===== config.mk =====
export PLATFORM = sky130hd
export DESIGN_NAME = sys_control_rx
export DESIGN_NICKNAME = d
export VERILOG_FILES = /design/src/rtl/sys_control_rx.sv
export SDC_FILE = /design/constraint.sdc
export NUM_CORES = 1
export LEC_CHECK = 0
export CORE_UTILIZATION = 50
export DETAILED_ROUTE_END_ITERATION = 10
export PLACE_DENSITY = 0.95
export SYNTH_ARGS = -nofsm -noshare
export SYNTH_HDL_FRONTEND = slang
export SYNTH_SLANG_ARGS = --single-unit

===== constraint.sdc =====
create_clock -name clk -period 4.2 [get_ports clk]
set_input_delay 1.05 -clock clk [delete_from_list [all_inputs] [get_ports clk]]
set_output_delay 1.05 -clock clk [all_outputs]
set_load 0.02 [all_outputs]

===== src/rtl/sys_control_rx.sv =====
// Receive-side command decoder for the system UART link: parses command frames into
// register-file writes/reads and ALU starts, and returns results to the transmit block.
module sys_control_rx #(
   parameter int unsigned WIDTH   = 8,
   parameter int unsigned ADDR    = 4,
   parameter int unsigned FUN_W   = 4,
   parameter int unsigned TIMEOUT = 255
) (
   input  logic                 clk,
   input  logic                 reset,
   input  logic [WIDTH-1:0]     uart_rx_data_in,
   input  logic                 uart_rx_data_valid_in,
   output logic                 rf_wr_en_out,
   output logic                 rf_rd_en_out,
   output logic [ADDR-1:0]      rf_addr_out,
   output logic [WIDTH-1:0]     rf_wr_data_out,
   input  logic [WIDTH-1:0]     rf_rd_data_in,
   input  logic                 rf_rd_data_valid_in,
   output logic                 alu_en_out,
   output logic [FUN_W-1:0]     alu_fun_out,
   input  logic [2*WIDTH-1:0]   alu_out_in,
   input  logic                 alu_out_valid_in,
   output logic                 clk_gate_en_out,
   output logic                 uart_rf_send_out,
   output logic [WIDTH-1:0]     uart_rf_send_data_out,
   output logic                 uart_alu_send_out,
   output logic [2*WIDTH-1:0]   uart_alu_send_data_out,
   output logic                 timeout_err_out
);

   localparam int unsigned CNT_W = $clog2(TIMEOUT + 1);

   localparam logic [WIDTH-1:0] CMD_RF_WR  = WIDTH'(8'hAA);
   localparam logic [WIDTH-1:0] CMD_RF_RD  = WIDTH'(8'hBB);
   localparam logic [WIDTH-1:0] CMD_ALU_OP = WIDTH'(8'hCC);
   localparam logic [WIDTH-1:0] CMD_ALU_NO = WIDTH'(8'hDD);

   typedef enum logic [3:0] {
      StIdle,
      StWrAddr,
      StWrData,
      StRdAddr,
      StRdWait,
      StOpA,
      StOpB,
      StFun,
      StAluWait
   } state_e;

   state_e           state;
   logic [CNT_W-1:0] wait_cnt;

   always_ff @(posedge clk or posedge reset) begin
      if (reset) begin
         state                  <= StIdle;
         wait_cnt               <= '0;
         rf_wr_en_out           <= 1'b0;
         rf_rd_en_out           <= 1'b0;
         rf_addr_out            <= '0;
         rf_wr_data_out         <= '0;
         alu_en_out             <= 1'b0;
         alu_fun_out            <= '0;
         clk_gate_en_out        <= 1'b0;
         uart_rf_send_out       <= 1'b0;
         uart_rf_send_data_out  <= '0;
         uart_alu_send_out      <= 1'b0;
         uart_alu_send_data_out <= '0;
         timeout_err_out        <= 1'b0;
      end else begin
         // Strobes fall back to 0 unless re-asserted below; data outputs hold.
         rf_wr_en_out      <= 1'b0;
         rf_rd_en_out      <= 1'b0;
         alu_en_out        <= 1'b0;
         uart_rf_send_out  <= 1'b0;
         uart_alu_send_out <= 1'b0;
         timeout_err_out   <= 1'b0;

         unique case (state)
            StIdle: begin
               if (uart_rx_data_valid_in) begin
                  case (uart_rx_data_in)
                     CMD_RF_WR: state <= StWrAddr;
                     CMD_RF_RD: state <= StRdAddr;
                     CMD_ALU_OP: begin
                        state           <= StOpA;
                        clk_gate_en_out <= 1'b1;
                     end
                     CMD_ALU_NO: begin
                        state           <= StFun;
                        clk_gate_en_out <= 1'b1;
                     end
                     default: state <= StIdle;
                  endcase
               end
            end

            StWrAddr: begin
               if (uart_rx_data_valid_in) begin
                  rf_addr_out <= uart_rx_data_in[ADDR-1:0];
                  state       <= StWrData;
               end
            end

            StWrData: begin
               if (uart_rx_data_valid_in) begin
                  rf_wr_data_out <= uart_rx_data_in;
                  rf_wr_en_out   <= 1'b1;
                  state          <= StIdle;
               end
            end

            StRdAddr: begin
               if (uart_rx_data_valid_in) begin
                  rf_addr_out  <= uart_rx_data_in[ADDR-1:0];
                  rf_rd_en_out <= 1'b1;
                  wait_cnt     <= '0;
                  state        <= StRdWait;
               end
            end

            StRdWait: begin
               // A valid landing on the timeout cycle still completes the read.
               if (rf_rd_data_valid_in) begin
                  uart_rf_send_data_out <= rf_rd_data_in;
                  uart_rf_send_out      <= 1'b1;
                  state                 <= StIdle;
               end else if (wait_cnt == CNT_W'(TIMEOUT)) begin
                  timeout_err_out <= 1'b1;
                  state           <= StIdle;
               end else begin
                  wait_cnt <= wait_cnt + 1'b1;
               end
            end

            StOpA: begin
               if (uart_rx_data_valid_in) begin
                  rf_addr_out    <= ADDR'(0);
                  rf_wr_data_out <= uart_rx_data_in;
                  rf_wr_en_out   <= 1'b1;
                  state          <= StOpB;
               end
            end

            StOpB: begin
               if (uart_rx_data_valid_in) begin
                  rf_addr_out    <= ADDR'(1);
                  rf_wr_data_out <= uart_rx_data_in;
                  rf_wr_en_out   <= 1'b1;
                  state          <= StFun;
               end
            end

            StFun: begin
               if (uart_rx_data_valid_in) begin
                  alu_fun_out <= uart_rx_data_in[FUN_W-1:0];
                  alu_en_out  <= 1'b1;
                  wait_cnt    <= '0;
                  state       <= StAluWait;
               end
            end

            StAluWait: begin
               if (alu_out_valid_in) begin
                  uart_alu_send_data_out <= alu_out_in;
                  uart_alu_send_out      <= 1'b1;
                  clk_gate_en_out        <= 1'b0;
                  state                  <= StIdle;
               end else if (wait_cnt == CNT_W'(TIMEOUT)) begin
                  timeout_err_out <= 1'b1;
                  clk_gate_en_out <= 1'b0;
                  state           <= StIdle;
               end else begin
                  wait_cnt <= wait_cnt + 1'b1;
               end
            end

            default: begin
               clk_gate_en_out <= 1'b0;
               state           <= StIdle;
            end
         endcase
      end
   end

endmodule


---- After elaboration in Yosys (flattened, before gate mapping) ----
Cells that the tools add are included.
word-level totals
  flip-flop bits (word level) ............. 59
  input bits .............................. 37
  output and inout port bits .............. 47
  logic and storage cells ................. 95
operators by class
  $add $sub $neg .......................... 1
  equality and inequality tests ........... 26
  muxes and demuxes ....................... 37
  bitwise gates (word level) .............. 1
  reductions and logical operators ........ 16
operators with widths
  kind                                                             number
  4-bit 2-to-1 mux                                                 12
  8-bit == test, second input constant                             5
  4-bit case mux with 9 select lines                               1
  8-bit 2-to-1 mux                                                 4
  8-bit case mux with 3 select lines                               1
  2-bit != test, second input constant                             10
  4-bit by 3-bit == test with 1-bit output, second input constant  4
  1-bit 2-to-1 mux                                                 15
  3-bit case mux with 4 select lines                               1
  4-bit case mux with 3 select lines                               1
  4-bit AND reduction                                              3
  8-bit by 1-bit adder with 8-bit output, second input constant    1
  4-bit by 2-bit == test with 1-bit output, second input constant  2
  2-bit AND reduction                                              4
  7-bit AND reduction                                              1
  7-bit OR reduction                                               1
  3-bit nonzero test                                               2
  2-bit OR reduction                                               3
  4-bit by 1-bit == test with 1-bit output, second input constant  1
  4-bit == test, second input constant                             1
  4-bit zero test                                                  1
  2-bit by 1-bit != test with 1-bit output, second input constant  2
  3-bit != test, second input constant                             1
  1-bit case mux with 3 select lines                               1
  other kinds (3)                                                  3

---- Logic depth before layout (Yosys ltp) ----
Gate-level depths: netlist of the first run.
  word-level depth ........................ 5
  depth in mapped cells ................... 7
  gate-level depth less buffers ........... 5

---- Worst setup path after synthesis of the first run ----
OpenSTA, ideal clock, no wires.
  path kind ............................... in2reg
  from .................................... input port uart_rx_data_valid_in
  to ...................................... register rf_addr_out[1]
  arrival time ............................ 2.072 ns
  data required time ...................... 4.075 ns
  path slack .............................. 2.004 ns
  cell stages on the path ................. 5
  buffers on the path ..................... 2
  path through ............................ buf_2 -> inv_1 -> or3_1 -> clkbuf_1 -> mux2_2
on the way
  word-level cells in the longest chain between the ends .. 2
  elaborated cells on any way between the ends .. 4
  those cells by class .................... eq/ne: 3; reduce/logical: 1
ends and longest elaborated chain
  what                                                                                 RTL line  RTL
  from (decl)                                                                          12        input logic uart_rx_data_valid_in,
  2-bit != test (no line) or 2-bit by 1-bit != test with 1-bit output (tied branches)  --
  4-bit AND reduction (no line) (*)                                                    --
  to (signal assigned)                                                                 99        rf_addr_out <= uart_rx_data_in[ADDR-1:0];
  to (signal assigned)                                                                 114       rf_addr_out <= uart_rx_data_in[ADDR-1:0];
  to (decl)                                                                            15        output logic [ADDR-1:0] rf_addr_out,
Every way passes the cells marked *; elsewhere a longest branch is shown, timed or not.
A chain may end at the register's enable or synchronous reset.

---- Final worst setup path of the first run ----
  from .................................... input port uart_rx_data_valid_in
  to ...................................... register wait_cnt[4]
on the way
  word-level cells in the longest chain between the ends .. 2
ends and longest elaborated chain
  what                                                RTL line  RTL
  2-bit by 1-bit != test with 1-bit output (no line)  --
  4-bit AND reduction (no line)                       --
  to (signal assigned)                                131       wait_cnt <= wait_cnt + 1'b1;
  to (signal assigned)                                173       wait_cnt <= wait_cnt + 1'b1;
  to (decl)                                           51        logic [CNT_W-1:0] wait_cnt;
No other way between the ends.

==> flow_summary.ini, run 1 <==
[status]
status = completed

[detailed_routing]
viasPerCell = 5.56
postRouteAntennaNets = 0
drt_iter0_markers = 205
firstDrtPassIters = 5
routed_wl_mm = 6.33
wire_per_inst_um = 16.6
drc = 0
vias = 2119

[setup_path]
rr_startpoint = state[1]
rr_worst_depth = 4
rr_endpoint = wait_cnt[1]
cp-start-kind = input pin
cp.arrival_ns = 2.89
rrSetupSlack_ns = 1.76
endpoint_kind = flop
crit_path_start = uart_rx_data_valid_in
critPathRequiredTime_ns = 4.47
path_class = input pin to flop
crit_fanout = 10
endpoint = wait_cnt[4]

[power]
power.switching_w = 0.000566
internal_power_w = 0.00122
power.share.clock_pct = 24.9
max-vdd-ir-drop_v = 0.000376
sw_frac_of_total_pct = 31.7
combPwrFrac_pct = 31.1
power_density_mw_per_mm2 = 476
power_frac_seq_pct = 44.0
cellLeakagePower_nw = 1.63

[die]
start_util_pct = 52.4
die_area_sq_mm = 0.00572
ioPinCount = 84
placementRows = 26
die_h_um = 75.6
coreArea_sq_mm = 0.00517
die_w_um = 75.6

[clock_network]
numClockSinks = 59
cts_tree = yes
h-tree-depth = 3
cts_resized = 0
cts_setup_buffers = 0
cts_made_buffers = 9
cts_root_buf = clkbuf_8
cts_hold_buf = 0
clock_latency_ns = 0.34
cts_max_path_buffers = 2
clkTransAtPathRegs_ns = 0.06

[logic_synthesis]
ys_ff_latch = 59
synth_nets = 261
syn_area_sq_mm = 0.00271
yosysUniqueCellTypes = 41
async_flop_share_pct = 100
yosysSeqAreaShare_pct = 54.5
synth_edf_count = 0
synthFlopType = dfrtp_1
synth_top_area_cell = dfrtp_1
yosysWarnings = 0
netlist_top_cells_area = dfrtp_1 (55%), mux2_2 (17%), mux2i_1 (3.3%)
netlist.area_leader.share_pct = 54.5
syn_area_per_cell_sq_um = 12.1
syn_inst = 223

[timing]
setup_ws_ns = 1.58
finalSetupViolCount = 0
finalCriticalPeriod_ns = 2.62
skew_ns = 0.00642
timing.setup.tns_ns = 0
fmaxAchievable_mhz = 381
hold_violations = 0
final_max_slew_viol_count = 0
timing.hold.ws_ns = 0.506
fin_crit_sh_pct = 62.5
rsz0062_at_grt = false
max_slew.worst_pin.slew_ns = 1.01
relSlewSlack_pct = 32.8

[placement]
place_worst_setup_slack_ns = 1.24
gp_congestion = 0.824
port_buffers = 83
place.detailed.hpwl_mm = 4.51
placed_cell_area_sq_mm = 0.00358

[hold_path]
hp-class = flop to flop

[grt]
grt.total_usage_pct = 25.1
grt_max_degree = 28
grt-ovfl-total = 0
first_global_vias = 2187
antenna_found_initial = 0
grt_pass1_wl_mm = 10.3

[cells_and_area]
finalInstanceArea_sq_mm = 0.00375
syn_to_final_growth_pct = 38.5
diodes = 0
finalNetCount = 346
drive_gt1_share_pct = 19.6
fin_util_pct = 72.5
final_common_cell = clkdlybuf4s50_1
layout_common_cells = clkdlybuf4s50_1 (83), dfrtp_1 (59), mux2_2 (40)

[run]
maxCapViolations = 0
[power groups by stage]
stage               sequential, W  combinational (W)  clock, W
finish                   0.000786           0.000556  0.000445
global route             0.000801           0.000599  0.000471
CTS                      0.000783           0.000559  0.000450
detailed placement       0.000790           0.000555         0
global placement         0.000779           0.000534         0
floorplan                0.000880           0.000191         0
[flip-flops by register name, summed over array words and instances (netlist names)]
| register | cells |
|---|---|
| uart_alu_send_data_out | 16 |
| rf_wr_data_out | 8 |
| uart_rf_send_data_out | 8 |
| wait_cnt | 8 |
| alu_fun_out | 4 |
| rf_addr_out | 4 |
| state | 4 |
| alu_en_out | 1 |
| clk_gate_en_out | 1 |
| rf_rd_en_out | 1 |
| rf_wr_en_out | 1 |
| timeout_err_out | 1 |
| uart_alu_send_out | 1 |
| uart_rf_send_out | 1 |
[worst min-delay path by stage]
stage | from | endpoint | slack, ns | cells after the start
2_1_floorplan | wait_cnt[7] | wait_cnt[7] | 0.51 | 2
3_3_place_gp | uart_rf_send_data_out[0] | uart_rf_send_data_out[0] | 0.49 | 1
3_5_place_dp | uart_rf_send_data_out[7] | uart_rf_send_data_out[7] | 0.49 | 1
4_1_cts | rf_wr_data_out[5] | rf_wr_data_out[5] | 0.51 | 1
5_1_grt | alu_fun_out[2] | alu_fun_out[2] | 0.52 | 1
6_report | uart_rf_send_data_out[1] | uart_rf_send_data_out[1] | 0.51 | 1
[layout make-up]
| type | instances | area [sq um] |
|---|---|---|
| Multi-Input combinational cell | 144 | 1140 |
| Clock inverter | 3 | 15.0 |
| Tap cell | 70 | 87.6 |
| Timing Repair Buffer | 85 | 846 |
| Inverter | 9 | 33.8 |
| Sequential cell | 59 | 1480 |
| Clock buffer | 11 | 151 |
| Fill cell | 356 | 1420 |
[kinds of logic (layout without fill, tap and decap cells)]
group	Yosys count	after routing	synth area share, %
and+or+nand+nor	66	66	13.9
DFF	59	59	54.5
muxes	49	49	20.0
AOI/OAI and AO/OA	24	24	6.51
buffers and inverters	20	108	3.37
xor gates and xnor gates	4	4	1.29
adders and majority gates	1	1	0.462
[per-layer routing]
layer / wire length [um] / global-route usage [%] / up-vias / part of all wire (%)
met1: 2550 / 29.8 / 1044 / 40
met4: 181 / 12.8 / 0 / 2.9
li1: - / - / 963 / -
met5: 0 / 0 / - / 0
met2: 3190 / 40.8 / 95 / 50
met3: 411 / 8.47 / 17 / 6.5
[critical path, cell delays in order]
cell and delay [ns]:
clkdlybuf4s50_1 0.67, nand3b_1 0.19, a21oi_1 0.18, a2111oi_0 0.56, mux2i_1 0.24
[cells in the mapped netlist, types with 2 or more instances]
cell        n
nand4_1     4
buf_4       3
clkbuf_1    4
dfrtp_1    59
nand2b_1    9
nor4_1      2
nand2_1    19
a31oi_1     2
a21oi_1     6
xnor2_1     2
mux2_2     40
nand3_1     3
nor2_1      7
nor3_1      2
nand4bb_1   3
mux2i_1     9
or3_1       2
o21ai_0     2
nor2b_1     5
buf_2       4
xor2_1      2
nand3b_1    2
inv_1       9
a2111oi_0   6
[stage by stage]
stage               cells  power, W
finish                381   0.00179
global route          381   0.00187
CTS                   381   0.00179
detailed placement    367   0.00134
global placement      367   0.00131
floorplan             223   0.00107
Power figures use the tool's default switching activity.
==> inputs of run 2 (changes only) <==
CORE_UTILIZATION = 46   (was 50)
PLACE_DENSITY = 0.89   (was 0.95)
clock period = 2.6 ns   (was 4.2 ns; I/O delays follow)
==> run 2 against run 1 <==
Clock skew is 0.0011 ns lower; global-route usage is 4.3 points lower; clock power up 84%; highest routed layer unchanged; setup slack got worse by 1.1 ns; utilization decreased by 4.6 points; register-to-register slack worse by 1.3 ns; combinational power rose by 60%; sequential cell count unchanged; via count down 1.7%.
==> flow_summary.ini, run 2 (same netlist as run 1, synthesis figures left out) <==
[detailed_routing]
routed_wl_mm = 6.09
viasPerCell = 5.36
firstDrtPassIters = 4
drc = 0
wire_per_inst_um = 15.6
postRouteAntennaNets = 0
drt_iter0_markers = 131
vias = 2084

[die]
placementRows = 27
start_util_pct = 48.3
die_w_um = 78.7
ioPinCount = 84
die_h_um = 78.7
coreArea_sq_mm = 0.00561
die_area_sq_mm = 0.00620

[setup_path]
endpoint_kind = flop
path_class = flop to flop
critPathRequiredTime_ns = 2.85
cp.arrival_ns = 2.35
cp-start-kind = flop
rrSetupSlack_ns = 0.50
crit_fanout = 15

[power]
sw_frac_of_total_pct = 30.9
internal_power_w = 0.00206
power.share.clock_pct = 27.6
power.switching_w = 0.000918
max-vdd-ir-drop_v = 0.000706
combPwrFrac_pct = 29.9
power_density_mw_per_mm2 = 781
cellLeakagePower_nw = 1.66
power_frac_seq_pct = 42.5

[timing]
hold_violations = 0
fmaxAchievable_mhz = 476
max_slew.worst_pin.slew_ns = 0.570
finalSetupViolCount = 0
skew_ns = 0.00537
final_max_slew_viol_count = 0
fin_crit_sh_pct = 80.8
rsz0062_at_grt = false
finalCriticalPeriod_ns = 2.10
timing.setup.tns_ns = 0
relSlewSlack_pct = 61.0

[grt]
grt.total_usage_pct = 20.7
first_global_vias = 2107
antenna_found_initial = 0
grt_max_degree = 27
grt_pass1_wl_mm = 9.90
grt-ovfl-total = 0

[cells_and_area]
fin_util_pct = 68.0
finalInstanceArea_sq_mm = 0.00381
layout_common_cells = clkdlybuf4s50_1 (83), dfrtp_1 (59), mux2_2 (40)
num-fill-cells = 429
largest_reg_flops = 16
drive_gt1_share_pct = 20.8
final_common_cell = clkdlybuf4s50_1
finalNetCount = 350
diodes = 0
syn_to_final_growth_pct = 40.7
regMostFlops = uart_alu_send_data_out
stdcell_count = 389

[clock_network]
cts_tree = yes
cts_root_buf = clkbuf_8
numClockSinks = 59
cts_resized = 0
clock_latency_ns = 0.32
clkTransAtPathRegs_ns = 0.07
cts_made_buffers = 9
cts_max_path_buffers = 2
cts_hold_buf = 0
cts_setup_buffers = 0
h-tree-depth = 3

[run]
maxCapViolations = 0

[placement]
port_buffers = 83
place_inst = 373
gp_congestion = 0.823
place.detailed.hpwl_mm = 4.39
placed_cell_area_sq_mm = 0.00362

[hold_path]
hp-class = flop to flop

[status]
status = completed
-- run 2: cell types whose count changed in the layout (fill, tap and decap cells not counted) --
cell        before  now
buf_4            2    6
bufinv_16        0    1
clkbuf_1         0    1
clkinvlp_4       0    1
clkbuf_8        11   10
-- run 2: power groups by stage --
stage / Clock, W / Combinational (W) / Sequential (W)
after floorplan: 0 / 0.000308 / 0.00142
after global placement: 0 / 0.000865 / 0.00126
after detailed placement: 0 / 0.000891 / 0.00128
after CTS: 0.000838 / 0.000899 / 0.00126
after global routing: 0.000884 / 0.000951 / 0.00129
final: 0.000820 / 0.000890 / 0.00127
-- run 2: worst paths after layout --
| check | cells after the start | start | end |
|---|---|---|---|
| hold reg to reg | 1 | uart_alu_send_data_out[14] | uart_alu_send_data_out[14] |
| setup / recovery | 4 | state[2] | wait_cnt[7] |
| hold / removal | 1 | uart_alu_send_data_out[14] | uart_alu_send_data_out[14] |
| min in group asynchronous | 2 | reset | uart_alu_send_data_out[5] |
| setup reg to reg | 4 | state[2] | wait_cnt[7] |
| max in group asynchronous | 3 | reset | wait_cnt[1] |
-- run 2: worst max-delay path, stage by stage (launching register included) --
cell       delay [ns]
dfrtp_1          0.66
nor2b_1          0.30
o221ai_2         0.22
a2111oi_0        0.62
mux2i_1          0.24
-- run 2: layout make-up --
cell class              instances  area [sq um]  area share [%]
clock inverters                 5          52.6            1.38
multi-input cells             144          1140            29.9
well taps                      72          90.1            2.36
repair buffers                 89           876            23.0
clock buffers                  11           141            3.71
flip-flops and latches         59          1480            38.7
inverters                       9          33.8           0.886
-- run 2: per-layer routing --
| layer | global-route usage, % | vias up | routed length, um | part of all wire (%) |
|---|---|---|---|---|
| met1 | 26.2 | 1013 | 2550 | 42 |
| met5 | 0 | - | 0 | 0 |
| met4 | 10.4 | 0 | 149 | 2.4 |
| met2 | 32.8 | 83 | 2930 | 48 |
| li1 | - | 976 | - | - |
| met3 | 5.63 | 12 | 457 | 7.5 |
-- run 2: stage by stage --
stage          power, W  hold slack, ns  setup WS, ns
3_3_place_gp    0.00213           0.487         0.263
6_report        0.00298           0.508         0.499
2_1_floorplan   0.00173           0.511         0.494
5_1_grt         0.00312           0.526         0.367
3_5_place_dp    0.00217           0.496         0.206
4_1_cts         0.00300           0.507         0.528
==> inputs of run 3 (changes only) <==
clock period = 2 ns   (was 2.6 ns; I/O delays follow)
==> run 3 against run 2 <==
Combinational power increased by 34%; maximum frequency increased by 10%; utilization increased by 3.7 points; global-route usage increased by 2.6 points; register-to-register slack got worse by 0.41 ns; non-clock buffer count increased by 22; sequential power increased by 30%; clock power increased by 13%; setup slack got worse by 0.41 ns; via count increased by 4.8%; clock skew increased by 0.0021 ns; critical path depth increased by 1.
==> flow_summary.ini, run 3 (same netlist as run 1, synthesis figures left out) <==
[die]
die_area_sq_mm = 0.00620
die_w_um = 78.7
coreArea_sq_mm = 0.00561
die_h_um = 78.7
ioPinCount = 84
placementRows = 27
start_util_pct = 48.3

[timing]
rsz0062_at_grt = true
fmaxAchievable_mhz = 524
finalCriticalPeriod_ns = 1.91
finalSetupViolCount = 0
skew_ns = 0.00751
relSlewSlack_pct = 59.3
timing.hold.ws_ns = 0.503
hold_violations = 0
max_slew.worst_pin.slew_ns = 0.610
fin_crit_sh_pct = 95.4
setup_ws_ns = 0.0917
final_max_slew_viol_count = 0

[cells_and_area]
stdcell_count = 410
largest_reg_flops = 16
fin_util_pct = 71.7
diodes = 0
final_common_cell = clkdlybuf4s50_1
multiInputGateArea_sq_mm = 0.00115
drive_gt1_share_pct = 26.3
syn_to_final_growth_pct = 48.4
seqCellArea_sq_mm = 0.00148
layout_common_cells = clkdlybuf4s50_1 (83), dfrtp_1 (58), mux2_2 (40)
num-fill-cells = 420
finalNetCount = 372
regMostFlops = uart_alu_send_data_out

[status]
status = completed

[power]
finalPower_w = 0.00377
cellLeakagePower_nw = 1.78
max-vdd-ir-drop_v = 0.000682
power_density_mw_per_mm2 = 939

[clock_network]
numClockSinks = 59
cts_tree = yes
clkTransAtPathRegs_ns = 0.07
clock_latency_ns = 0.34
cts_setup_buffers = 0
cts_max_path_buffers = 2
cts_hold_buf = 0
h-tree-depth = 3
cts_root_buf = clkbuf_8
cts_made_buffers = 9

[hold_path]
hp-class = input pin to asynchronous set/reset pin

[setup_path]
crit_fanout = 7
cp.arrival_ns = 2.17
crit_chain = ha_1 -> nand3_1 -> o221ai_2 -> a2111oi_1 -> mux2i_1
critPathRequiredTime_ns = 2.26
path_class = flop to flop
cp-start-kind = flop
slowest_delay_ns = 0.55
slowest_stage = a2111oi_1
endpoint_kind = flop

[grt]
antenna_found_initial = 0
grt.total_usage_pct = 23.4
grt-ovfl-total = 0
first_global_vias = 2286
grt_pass1_wl_mm = 10.9
grt_max_degree = 25

[placement]
port_buffers = 83
place_worst_setup_slack_ns = -0.213
place.detailed.hpwl_mm = 4.85
gp_congestion = 0.877
place_inst = 395

[detailed_routing]
viasPerCell = 5.32
vias = 2183
wire_per_inst_um = 16.2
postRouteAntennaNets = 0
drc = 0
routed_wl_mm = 6.64
firstDrtPassIters = 4
drt_iter0_markers = 123

[run]
maxCapViolations = 0
## run 3: stage by stage
step                TNS [ns]  area, sq um
finish                     0         4020
global route          -0.200         4020
floorplan                  0         2710
global placement       -1.11         3840
detailed placement     -1.94         3840
CTS                        0         4010
## run 3: critical path: cells and delay by family, from the launching register on
family	cells	cell delay (ns)
adders and majority gates	1	0.23
and+or+nand+nor	1	0.18
AOI/OAI and AO/OA	2	0.77
DFF	1	0.41
muxes	1	0.24
## run 3: what timing repair did
action | 4_1_cts | 5_1_grt
endpoints found under the hold margin | 0 | 0
resized for setup | 0 | 6
endpoints found under the setup margin | 0 | 6
## run 3: worst paths after layout
check                           slack, ns  depth (start not counted)                         to                      from
min in group clk                     0.50                          1   uart_rf_send_data_out[1]  uart_rf_send_data_out[1]
worst max register to register       0.09                          5                wait_cnt[6]               wait_cnt[0]
worst min-delay path                 0.50                          2             rf_addr_out[0]                     reset
worst min register to register       0.50                          1   uart_rf_send_data_out[1]  uart_rf_send_data_out[1]
worst max-delay path                 0.09                          5                wait_cnt[6]               wait_cnt[0]
max in group asynchronous            1.01                          3  uart_alu_send_data_out[5]                     reset
## run 3: per-layer routing
layer  vias up  track usage [%]  part of all wire (%)
met5         -                0                     0
met4         0             7.41                   1.4
met3         8             9.77                   7.2
met2        80             39.3                    52
met1      1079             27.0                    39
li1       1016                -                     -
## run 3: cell type report
cell class	instances	area share, %
clock inverters	5	0.747
flip-flops and latches	59	36.8
well taps	72	2.24
inverters	9	0.840
repair buffers	111	27.5
multi-input cells	144	28.5
clock buffers	10	3.42
## run 3: where the power goes
group | leakage (nW) | internal (W) | switching (W)
clock | 0.0839 | 0.000468 | 0.000461
sequential | 0.764 | 0.00146 | 0.000197
combinational | 0.929 | 0.000634 | 0.000559
total | 1.78 | 0.00256 | 0.00122
